[src/rtl/mem_access_unit_if.sv]
// EX -> MEM -> WB handshake and data-memory bus bundle for the MEM stage.
// The slave modport is the stage's view; master is the surrounding pipeline and memory.
interface mem_access_unit_if #(
  parameter int unsigned DATA_W = 16,
  parameter int unsigned ADDR_W = 16,
  parameter int unsigned MEM_AW = 3,
  parameter int unsigned REG_AW = 3
);
  logic              in_valid;
  logic              in_ready;
  logic [1:0]        in_op;
  logic [ADDR_W-1:0] in_addr;
  logic [DATA_W-1:0] in_wdata;
  logic [REG_AW-1:0] in_rd;
  logic              in_reg_write;

  logic              mem_write;
  logic              mem_read;
  logic [MEM_AW-1:0] mem_addr;
  logic [DATA_W-1:0] mem_wdata;
  logic [DATA_W-1:0] mem_rdata;

  logic              out_valid;
  logic              out_ready;
  logic [DATA_W-1:0] out_result;
  logic [REG_AW-1:0] out_rd;
  logic              out_reg_write;
  logic              out_err;

  modport slave (
    input  in_valid, in_op, in_addr, in_wdata, in_rd, in_reg_write, mem_rdata, out_ready,
    output in_ready, mem_write, mem_read, mem_addr, mem_wdata,
    output out_valid, out_result, out_rd, out_reg_write, out_err
  );

  modport master (
    output in_valid, in_op, in_addr, in_wdata, in_rd, in_reg_write, mem_rdata, out_ready,
    input  in_ready, mem_write, mem_read, mem_addr, mem_wdata,
    input  out_valid, out_result, out_rd, out_reg_write, out_err
  );
endinterface

[src/rtl/mem_access_unit.sv]
// MEM stage of the 16-bit MIPS datapath: one EX result per handshake, one-cycle memory
// strobe for load/store, registered MEM/WB result held until writeback accepts it.
module mem_access_unit #(
  parameter int unsigned DATA_W = 16,
  parameter int unsigned ADDR_W = 16,
  parameter int unsigned MEM_AW = 3,
  parameter int unsigned REG_AW = 3
) (
  input logic            clk,
  input logic            rst_n,
  mem_access_unit_if.slave bus
);

  typedef enum logic [1:0] {StIdle, StAccess, StResp} state_e;

  localparam logic [1:0] OpPass  = 2'b00;
  localparam logic [1:0] OpLoad  = 2'b01;
  localparam logic [1:0] OpStore = 2'b10;
  localparam logic [1:0] OpRsvd  = 2'b11;

  state_e            r_state;
  state_e            w_state_next;
  logic [1:0]        r_op;
  logic              r_reg_write;
  logic [REG_AW-1:0] r_rd;
  logic [MEM_AW-1:0] r_mem_addr;
  logic [DATA_W-1:0] r_mem_wdata;
  logic [DATA_W-1:0] r_result;
  logic              r_out_reg_write;
  logic              r_err;

  logic w_accept;
  logic w_is_mem_op;
  logic w_fault;
  logic w_in_ready;
  logic w_out_valid;
  logic w_mem_read;
  logic w_mem_write;

  assign w_accept    = (r_state == StIdle) && bus.in_valid;
  assign w_is_mem_op = (bus.in_op == OpLoad) || (bus.in_op == OpStore);
  assign w_fault     = (bus.in_op == OpRsvd) ||
                       (w_is_mem_op && (|bus.in_addr[ADDR_W-1:MEM_AW]));

  always_comb begin
    w_state_next = r_state;
    w_in_ready   = 1'b0;
    w_out_valid  = 1'b0;
    w_mem_read   = 1'b0;
    w_mem_write  = 1'b0;
    unique case (r_state)
      StIdle: begin
        w_in_ready = 1'b1;
        if (bus.in_valid) begin
          w_state_next = (w_fault || (bus.in_op == OpPass)) ? StResp : StAccess;
        end
      end
      StAccess: begin
        w_mem_read   = (r_op == OpLoad);
        // Gated by rst_n so a store never commits on an edge while reset is held.
        w_mem_write  = (r_op == OpStore) && rst_n;
        w_state_next = StResp;
      end
      StResp: begin
        w_out_valid = 1'b1;
        if (bus.out_ready) begin
          w_state_next = StIdle;
        end
      end
      default: w_state_next = StIdle;
    endcase
  end

  always_ff @(posedge clk or negedge rst_n) begin
    if (!rst_n) begin
      r_state <= StIdle;
    end else begin
      r_state <= w_state_next;
    end
  end

  always_ff @(posedge clk or negedge rst_n) begin
    if (!rst_n) begin
      r_op            <= OpPass;
      r_reg_write     <= 1'b0;
      r_rd            <= '0;
      r_mem_addr      <= '0;
      r_mem_wdata     <= '0;
      r_result        <= '0;
      r_out_reg_write <= 1'b0;
      r_err           <= 1'b0;
    end else if (w_accept) begin
      r_op        <= bus.in_op;
      r_reg_write <= bus.in_reg_write;
      r_rd        <= bus.in_rd;
      if (w_fault) begin
        r_result        <= '0;
        r_out_reg_write <= 1'b0;
        r_err           <= 1'b1;
      end else if (bus.in_op == OpPass) begin
        r_result        <= DATA_W'(bus.in_addr);
        r_out_reg_write <= bus.in_reg_write;
        r_err           <= 1'b0;
      end else begin
        // Memory-side address/data only move for real accesses, so they hold while idle.
        r_mem_addr      <= bus.in_addr[MEM_AW-1:0];
        r_mem_wdata     <= bus.in_wdata;
        r_result        <= '0;
        r_out_reg_write <= 1'b0;
        r_err           <= 1'b0;
      end
    end else if (r_state == StAccess) begin
      if (r_op == OpLoad) begin
        r_result        <= bus.mem_rdata;
        r_out_reg_write <= r_reg_write;
      end else begin
        r_result        <= '0;
        r_out_reg_write <= 1'b0;
      end
    end
  end

  assign bus.in_ready      = w_in_ready;
  assign bus.out_valid     = w_out_valid;
  assign bus.mem_read      = w_mem_read;
  assign bus.mem_write     = w_mem_write;
  assign bus.mem_addr      = r_mem_addr;
  assign bus.mem_wdata     = r_mem_wdata;
  assign bus.out_result    = r_result;
  assign bus.out_rd        = r_rd;
  assign bus.out_reg_write = r_out_reg_write;
  assign bus.out_err       = r_err;

endmodule

[src/flat_wrapper.sv]
// flat-port wrapper written by rule: the top's interface ports become plain ports
module mem_access_unit_flat 
#(
  parameter int unsigned DATA_W = 16,
  parameter int unsigned ADDR_W = 16,
  parameter int unsigned MEM_AW = 3,
  parameter int unsigned REG_AW = 3
)
  (clk, rst_n, bus_in_valid, bus_in_op, bus_in_addr, bus_in_wdata, bus_in_rd, bus_in_reg_write, bus_mem_rdata, bus_out_ready, bus_in_ready, bus_mem_write, bus_mem_read, bus_mem_addr, bus_mem_wdata, bus_out_valid, bus_out_result, bus_out_rd, bus_out_reg_write, bus_out_err);
  mem_access_unit_if #(.DATA_W(DATA_W), .ADDR_W(ADDR_W), .MEM_AW(MEM_AW), .REG_AW(REG_AW)) bus_i ();
  input logic clk;
  input logic rst_n;
  input wire logic [$bits(bus_i.in_valid)-1:0] bus_in_valid;
  input wire logic [$bits(bus_i.in_op)-1:0] bus_in_op;
  input wire logic [$bits(bus_i.in_addr)-1:0] bus_in_addr;
  input wire logic [$bits(bus_i.in_wdata)-1:0] bus_in_wdata;
  input wire logic [$bits(bus_i.in_rd)-1:0] bus_in_rd;
  input wire logic [$bits(bus_i.in_reg_write)-1:0] bus_in_reg_write;
  input wire logic [$bits(bus_i.mem_rdata)-1:0] bus_mem_rdata;
  input wire logic [$bits(bus_i.out_ready)-1:0] bus_out_ready;
  output wire logic [$bits(bus_i.in_ready)-1:0] bus_in_ready;
  output wire logic [$bits(bus_i.mem_write)-1:0] bus_mem_write;
  output wire logic [$bits(bus_i.mem_read)-1:0] bus_mem_read;
  output wire logic [$bits(bus_i.mem_addr)-1:0] bus_mem_addr;
  output wire logic [$bits(bus_i.mem_wdata)-1:0] bus_mem_wdata;
  output wire logic [$bits(bus_i.out_valid)-1:0] bus_out_valid;
  output wire logic [$bits(bus_i.out_result)-1:0] bus_out_result;
  output wire logic [$bits(bus_i.out_rd)-1:0] bus_out_rd;
  output wire logic [$bits(bus_i.out_reg_write)-1:0] bus_out_reg_write;
  output wire logic [$bits(bus_i.out_err)-1:0] bus_out_err;
  assign bus_i.in_valid = bus_in_valid;
  assign bus_i.in_op = bus_in_op;
  assign bus_i.in_addr = bus_in_addr;
  assign bus_i.in_wdata = bus_in_wdata;
  assign bus_i.in_rd = bus_in_rd;
  assign bus_i.in_reg_write = bus_in_reg_write;
  assign bus_i.mem_rdata = bus_mem_rdata;
  assign bus_i.out_ready = bus_out_ready;
  assign bus_in_ready = bus_i.in_ready;
  assign bus_mem_write = bus_i.mem_write;
  assign bus_mem_read = bus_i.mem_read;
  assign bus_mem_addr = bus_i.mem_addr;
  assign bus_mem_wdata = bus_i.mem_wdata;
  assign bus_out_valid = bus_i.out_valid;
  assign bus_out_result = bus_i.out_result;
  assign bus_out_rd = bus_i.out_rd;
  assign bus_out_reg_write = bus_i.out_reg_write;
  assign bus_out_err = bus_i.out_err;
  mem_access_unit #(.DATA_W(DATA_W), .ADDR_W(ADDR_W), .MEM_AW(MEM_AW), .REG_AW(REG_AW)) u_core (.clk(clk), .rst_n(rst_n), .bus(bus_i));
endmodule
[config.mk]
export PLATFORM = sky130hd
export DESIGN_NAME = mem_access_unit_flat
export DESIGN_NICKNAME = d
export VERILOG_FILES = /design/src/rtl/mem_access_unit_if.sv /design/src/rtl/mem_access_unit.sv /design/src/flat_wrapper.sv
export SDC_FILE = /design/constraint.sdc
export NUM_CORES = 1
export LEC_CHECK = 0
export BUFFER_PORTS_ARGS = -buffer_cell sky130_fd_sc_hd__buf_2
export CORE_MARGIN = 2
export CORE_UTILIZATION = 38
export DETAILED_ROUTE_END_ITERATION = 8
export MAX_ROUTING_LAYER = met4
export PLACE_DENSITY = 0.69
export SLEW_MARGIN = 20
export SYNTH_ARGS = -nofsm -noshare
export SYNTH_HDL_FRONTEND = slang
export SYNTH_SLANG_ARGS = --single-unit
[constraint.sdc]
create_clock -name clk -period 2.1 [get_ports clk]
set_clock_uncertainty 0.15 [all_clocks]
set_input_delay 0.21 -clock clk [delete_from_list [all_inputs] [get_ports clk]]
set_output_delay 0.21 -clock clk [all_outputs]
set_load 0.02 [all_outputs]
# == Yosys cells after proc, flatten, opt, wreduce, memory -nomap -nowiden ==
# Cells that the tools add are included.
# Widths: inputs -> output; s select.
# totals
regBits,45
inputBits,58
# op_classes
n_eq_ne,9
mux,19
bitwise_logic,2
reduce_logical,12
# op_table
operator,count
$mux 16,5
$reduce_or 13->1,1
$mux 1,10
$eq 2x2->1 const B,4
$eq 2x1->1 const B,3
$mux 2,3
$pmux 2 s3,1
$logic_not 2->1,2
$ne 2x2->1 const B,2
$logic_and 1x1->1,3
$logic_or 1x1->1,3
$reduce_and 3->1,1
$not 1->1,2
$reduce_and 2->1,1
$reduce_bool 2->1,1

# == Depth between registers and ports, before layout ==
# depth
ltp_word,8
ltp_mapped,7

# == Worst setup path after synthesis ==
# OpenSTA, ideal clock, no wires.
# synth_timing
kind,flip-flop to flip-flop
from,reg u_core.r_state[0]
to,reg u_core.r_mem_addr[0] (netlist: u_core.bus.mem_addr[0])
arrival_time_ns,1.865
required_time_ns,1.825
setup_slack_ns,-0.040
path_stages_with_launch,7
path_buffers,2
period_less_slack_ns,2.140
path_cell_list,dfrtp_1 -> clkbuf_1 -> nor2_1 -> nand2_1 -> or3b_4 -> buf_6 -> mux2_4
# synth_between
elab_chain_len,3
# synth_lines
element,line_no,source
from (decl),mem_access_unit.sv:21,state_e r_state;
from (signal assigned),mem_access_unit.sv:76,r_state <= StIdle;
from (signal assigned),mem_access_unit.sv:78,r_state <= w_state_next;
$logic_not 2->1,mem_access_unit.sv:40,assign w_accept = (r_state == StIdle) && bus.in_valid;
$logic_and 1x1->1,mem_access_unit.sv:40,
$reduce_and 3->1 (no line),--,
to (signal assigned),mem_access_unit.sv:106,r_mem_addr <= bus.in_addr[MEM_AW-1:0];
to (decl),mem_access_unit.sv:26,logic [MEM_AW-1:0] r_mem_addr;
# Every way passes these cells.
# A chain may end at the register's enable or synchronous reset.

# == Worst setup path in the final report ==
# layout_timing
from,reg u_core.r_state[1]
to,out bus_mem_read
# layout_between
elab_chain_len,2
# layout_lines
element,line_no,source
$eq 2x1->1,mem_access_unit.sv:51,unique case (r_state)
$mux 1,mem_access_unit.sv:51,
to (decl),flat_wrapper.sv:23,output wire logic [$bits(bus_i.mem_read)-1:0] bus_mem_read;
# Every way passes these cells.

==> summary.md <==
| Metric | Value |
|---|---|
| Clock share of power | `16.7%` |
| Maximum number of pins on one net before global-route repair | `between 40 and 50` |
| Leakage | `1.60 nW` |
| Final GP Congestion | `around 0.78` |
| Final critical path time including I/O delays and setup | `about 1.9 ns` |
| Warnings from Yosys | `0` |
| Sequential cell fraction of total power | `a little over two fifths` |
| Hold Worst Slack | `0.00235 ns` |
| Logic pwr share | `around two fifths` |
| Final global-route overflow total | `0` |
| Area added between synthesis and finish | `47.6%` |
| Start-to-end type of the worst setup path | `flip-flop to output pin` |
| Layout cells sized above 1 | `about half` |
| Initial antenna violation count | `0` |
| H-tree lvl count | `2` |
| Seq/Total Area, Yosys | `about 57%` |
| Vias/cell | `4.62` |
| Final Slew Violations | `0` |
| Full die area | `approximately 5800 um2` |
| DR WL/cell | `~13 um` |
| Die X | `between 70 and 80 um` |
| Wire length after detailed routing | `~4700 um` |
| Library cell occupying the most area in the post-synthesis netlist | `dfrtp_1` |
| Worst path arrival time | `about 1.6 ns` |
| Synth top area share | `between 50% and 60%` |
| I/O pin count | `around 100` |
| Worst setup EP type | `output pin` |
| Crit share post-route | `approximately nine tenths` |
| Class of the most critical hold timing path | `input port to flip-flop` |
| Highest net fanout along the worst path | `18` |
| Worst skew pair latency | `~0.29 ns` |
| Sw Pwr | `0.00112 W` |
| Final TNS setup | `0 ns` |
| Flip-flop and latch count after synthesis | `45` |
| Run status | `finished clean` |
| Area taken by flip-flops and latches | `between 1000 and 1500 um2` |
| Drt drc | `0` |
| Fill cells | `roughly 440` |
| Required time of the worst setup path | `1.74 ns` |
| Clock tree from TritonCTS | `built` |
| Post-synth net total | `~220` |
| First-iteration detailed-routing DRC count | `86` |
| Starting density of the core | `between 30% and 40%` |
| Final #Nets | `between 300 and 400` |
| Max Clock Freq | `roughly 0.52 GHz` |
| IO buf count | `101` |
| Pwr Density | `around 1100 nW/um2` |
| Kind of start point of the critical path | `flip-flop` |
| Least-Margin Pin Slew | `between 0.5 and 0.6 ns` |
| All-Layer GR Usage | `approximately 17%` |
| Final-report setup violation count | `0` |
| Commonest non-fill, non-tap cell in the layout | `buf_2` |
| Relative max-transition margin | `62.3%` |
| Antenna Violating Nets Remaining | `0` |
| Std-Cell Rows | `26` |
| Detail Placement HPWL | `3240 um` |
| Clock sinks | `45` |
| First-pass iteration count of the detailed router | `4` |
| Mapped Avg Cell Area | `about 12 um2` |
| Clock-pin slew on the worst setup and hold paths | `roughly 0.080 ns` |
| Worst IR drop on VDD | `between 0.5 and 0.6 mV` |
| CTS max path bufs | `2` |
| CTS Root Buffer Type | `clkbuf_8` |
| Number of buffers added by the clock tree synthesis step | `5` |
| Setup bufs post-CTS | `0` |
| Core Box Area | `slightly above 5000 um2` |
| Total number of vias | `1669` |
| Internal power of the cells | `0.00199 W` |
| Via count of the first global-routing pass | `1711` |
| Number of standard cells after synthesis | `approximately 160` |
| Most frequent cells in the layout | `buf_2, dfrtp_1, o21ai_0, dlygate4sd3_1, inv_1` |
| Unrepaired setup endpoints after global routing | `false` |
| Hold violation count in the final report | `0` |
| Die Ht | `76.0 um` |
| Cell area after technology mapping | `1970 um2` |
| Main area contributors after synthesis | `dfrtp_1, mux2_4, a22oi_1, o21ai_0, inv_1` |
| Wire length of the first global-routing pass | `between 7000 and 8000 um` |
| Total area of multi-input combinational cells | `~740 um2` |
| Distinct cell type count of the synthesized netlist | `23` |
| Number of violations of the max-capacitance limit | `0` |
| Total inserted antenna cells | `0` |
| Switching portion of total power | `roughly 36%` |
-- sequential cells by signal (all words and copies together) (netlist names) --
signal / cells
u_core.bus.out_err: 1
u_core.r_reg_write: 1
u_core.bus.mem_addr: 3
u_core.bus.mem_wdata: 16
u_core.r_state: 2
u_core.r_op: 2
u_core.bus.out_result: 16
u_core.bus.out_reg_write: 1
u_core.bus.out_rd: 3
-- layout make-up --
class | instances | share of cell area [%]
flip-flops and latches | 45 | 38.8
repair buffers | 132 | 27.3
multi-input cells | 86 | 25.4
well taps | 70 | 3.01
inverters | 20 | 2.58
clock buffers | 5 | 2.37
clock inverters | 3 | 0.603
-- final timing paths --
| check | endpoint | depth (start not counted) | slack (ns) | from |
|---|---|---|---|---|
| worst max-delay path | bus_mem_read | 4 | 0.18 | u_core.r_state[1]$_DFFE_PN0P_ |
| min in group asynchronous | u_core.bus.out_rd[0]$_DFFE_PN0P_ | 3 | 0.39 | rst_n |
| max in group asynchronous | u_core.bus.out_result[15]$_DFFE_PN0P_ | 3 | 1.02 | rst_n |
| worst max register to register | u_core.bus.mem_wdata[15]$_DFFE_PN0P_ | 4 | 0.29 | u_core.r_state[0]$_DFFE_PN0P_ |
| worst min-delay path | u_core.bus.out_result[5]$_DFFE_PN0P_ | 3 | 0.002 | bus_mem_rdata[5] |
| worst min register to register | u_core.bus.out_err$_DFFE_PN0P_ | 2 | 0.33 | u_core.bus.out_err$_DFFE_PN0P_ |
-- worst max-delay path, stage by stage (launching register included) --
cell,delay [ns]
dfrtp_1,0.39
buf_4,0.16
nor4bb_4,0.24
buf_4,0.26
buf_2,0.20
-- per-layer routing --
layer	vias to the layer above	share of wire (%)	wire length, um	GRT usage (%)
met5	-	0	0	-
met4	0	1.0	49	5.45
met3	6	5.8	272	3.21
met2	59	50	2330	27.9
met1	787	43	2020	22.4
li1	817	-	-	-
-- logic make-up after synthesis --
kind of cell    Yosys count  synth area share, %
compound gates           43                 13.7
flops                    45                 57.2
simple gates             19                 5.40
mux                      22                 16.2
fa+ha+maj                 2                 1.27
buf+inv                  28                 6.23
-- synthesized netlist by cell type --
cell / count
a41o_2: 1
ha_1: 2
nor3_1: 1
nand4b_1: 1
nor4bb_1: 1
dfrtp_1: 45
or3b_4: 1
nor2b_1: 2
o21bai_1: 1
mux2_2: 3
nor2_1: 4
buf_6: 2
a22oi_1: 17
nand4_1: 1
inv_1: 20
clkbuf_1: 4
mux2_4: 19
o21ai_0: 22
o31ai_1: 1
a21oi_1: 1
nand2_1: 5
buf_2: 2
nor4_1: 3
-- metrics by stage --
step	setup WS [ns]	instance area [um2]	cells	utilization, %	power [W]
floorplan	0.0827	1970	159	-	0.00211
global placement	-0.0696	2600	331	51.5	0.00256
detailed placement	-0.0932	2600	331	51.5	0.00258
CTS	0.158	2910	361	57.6	0.00315
global route	0.0860	2910	361	57.6	0.00331
finish	0.180	2910	361	57.6	0.00311
-- power by group through the flow --
stage | clock [W] | sequential [W] | combinational [W]
after detailed placement | 0 | 0.00132 | 0.00126
after global placement | 0 | 0.00133 | 0.00123
after floorplan | 0 | 0.00165 | 0.000468
final | 0.000519 | 0.00131 | 0.00128
after CTS | 0.000539 | 0.00131 | 0.00129
after global routing | 0.000580 | 0.00135 | 0.00137
-- what timing repair did --
item | CTS | global route
endpoints found under the setup margin | 0 | 0
hold endpoints to repair | 66 | 0
hold buffers | 22 | 0
gates resized for setup | 0 | 0
Power figures use the tool's default switching activity.
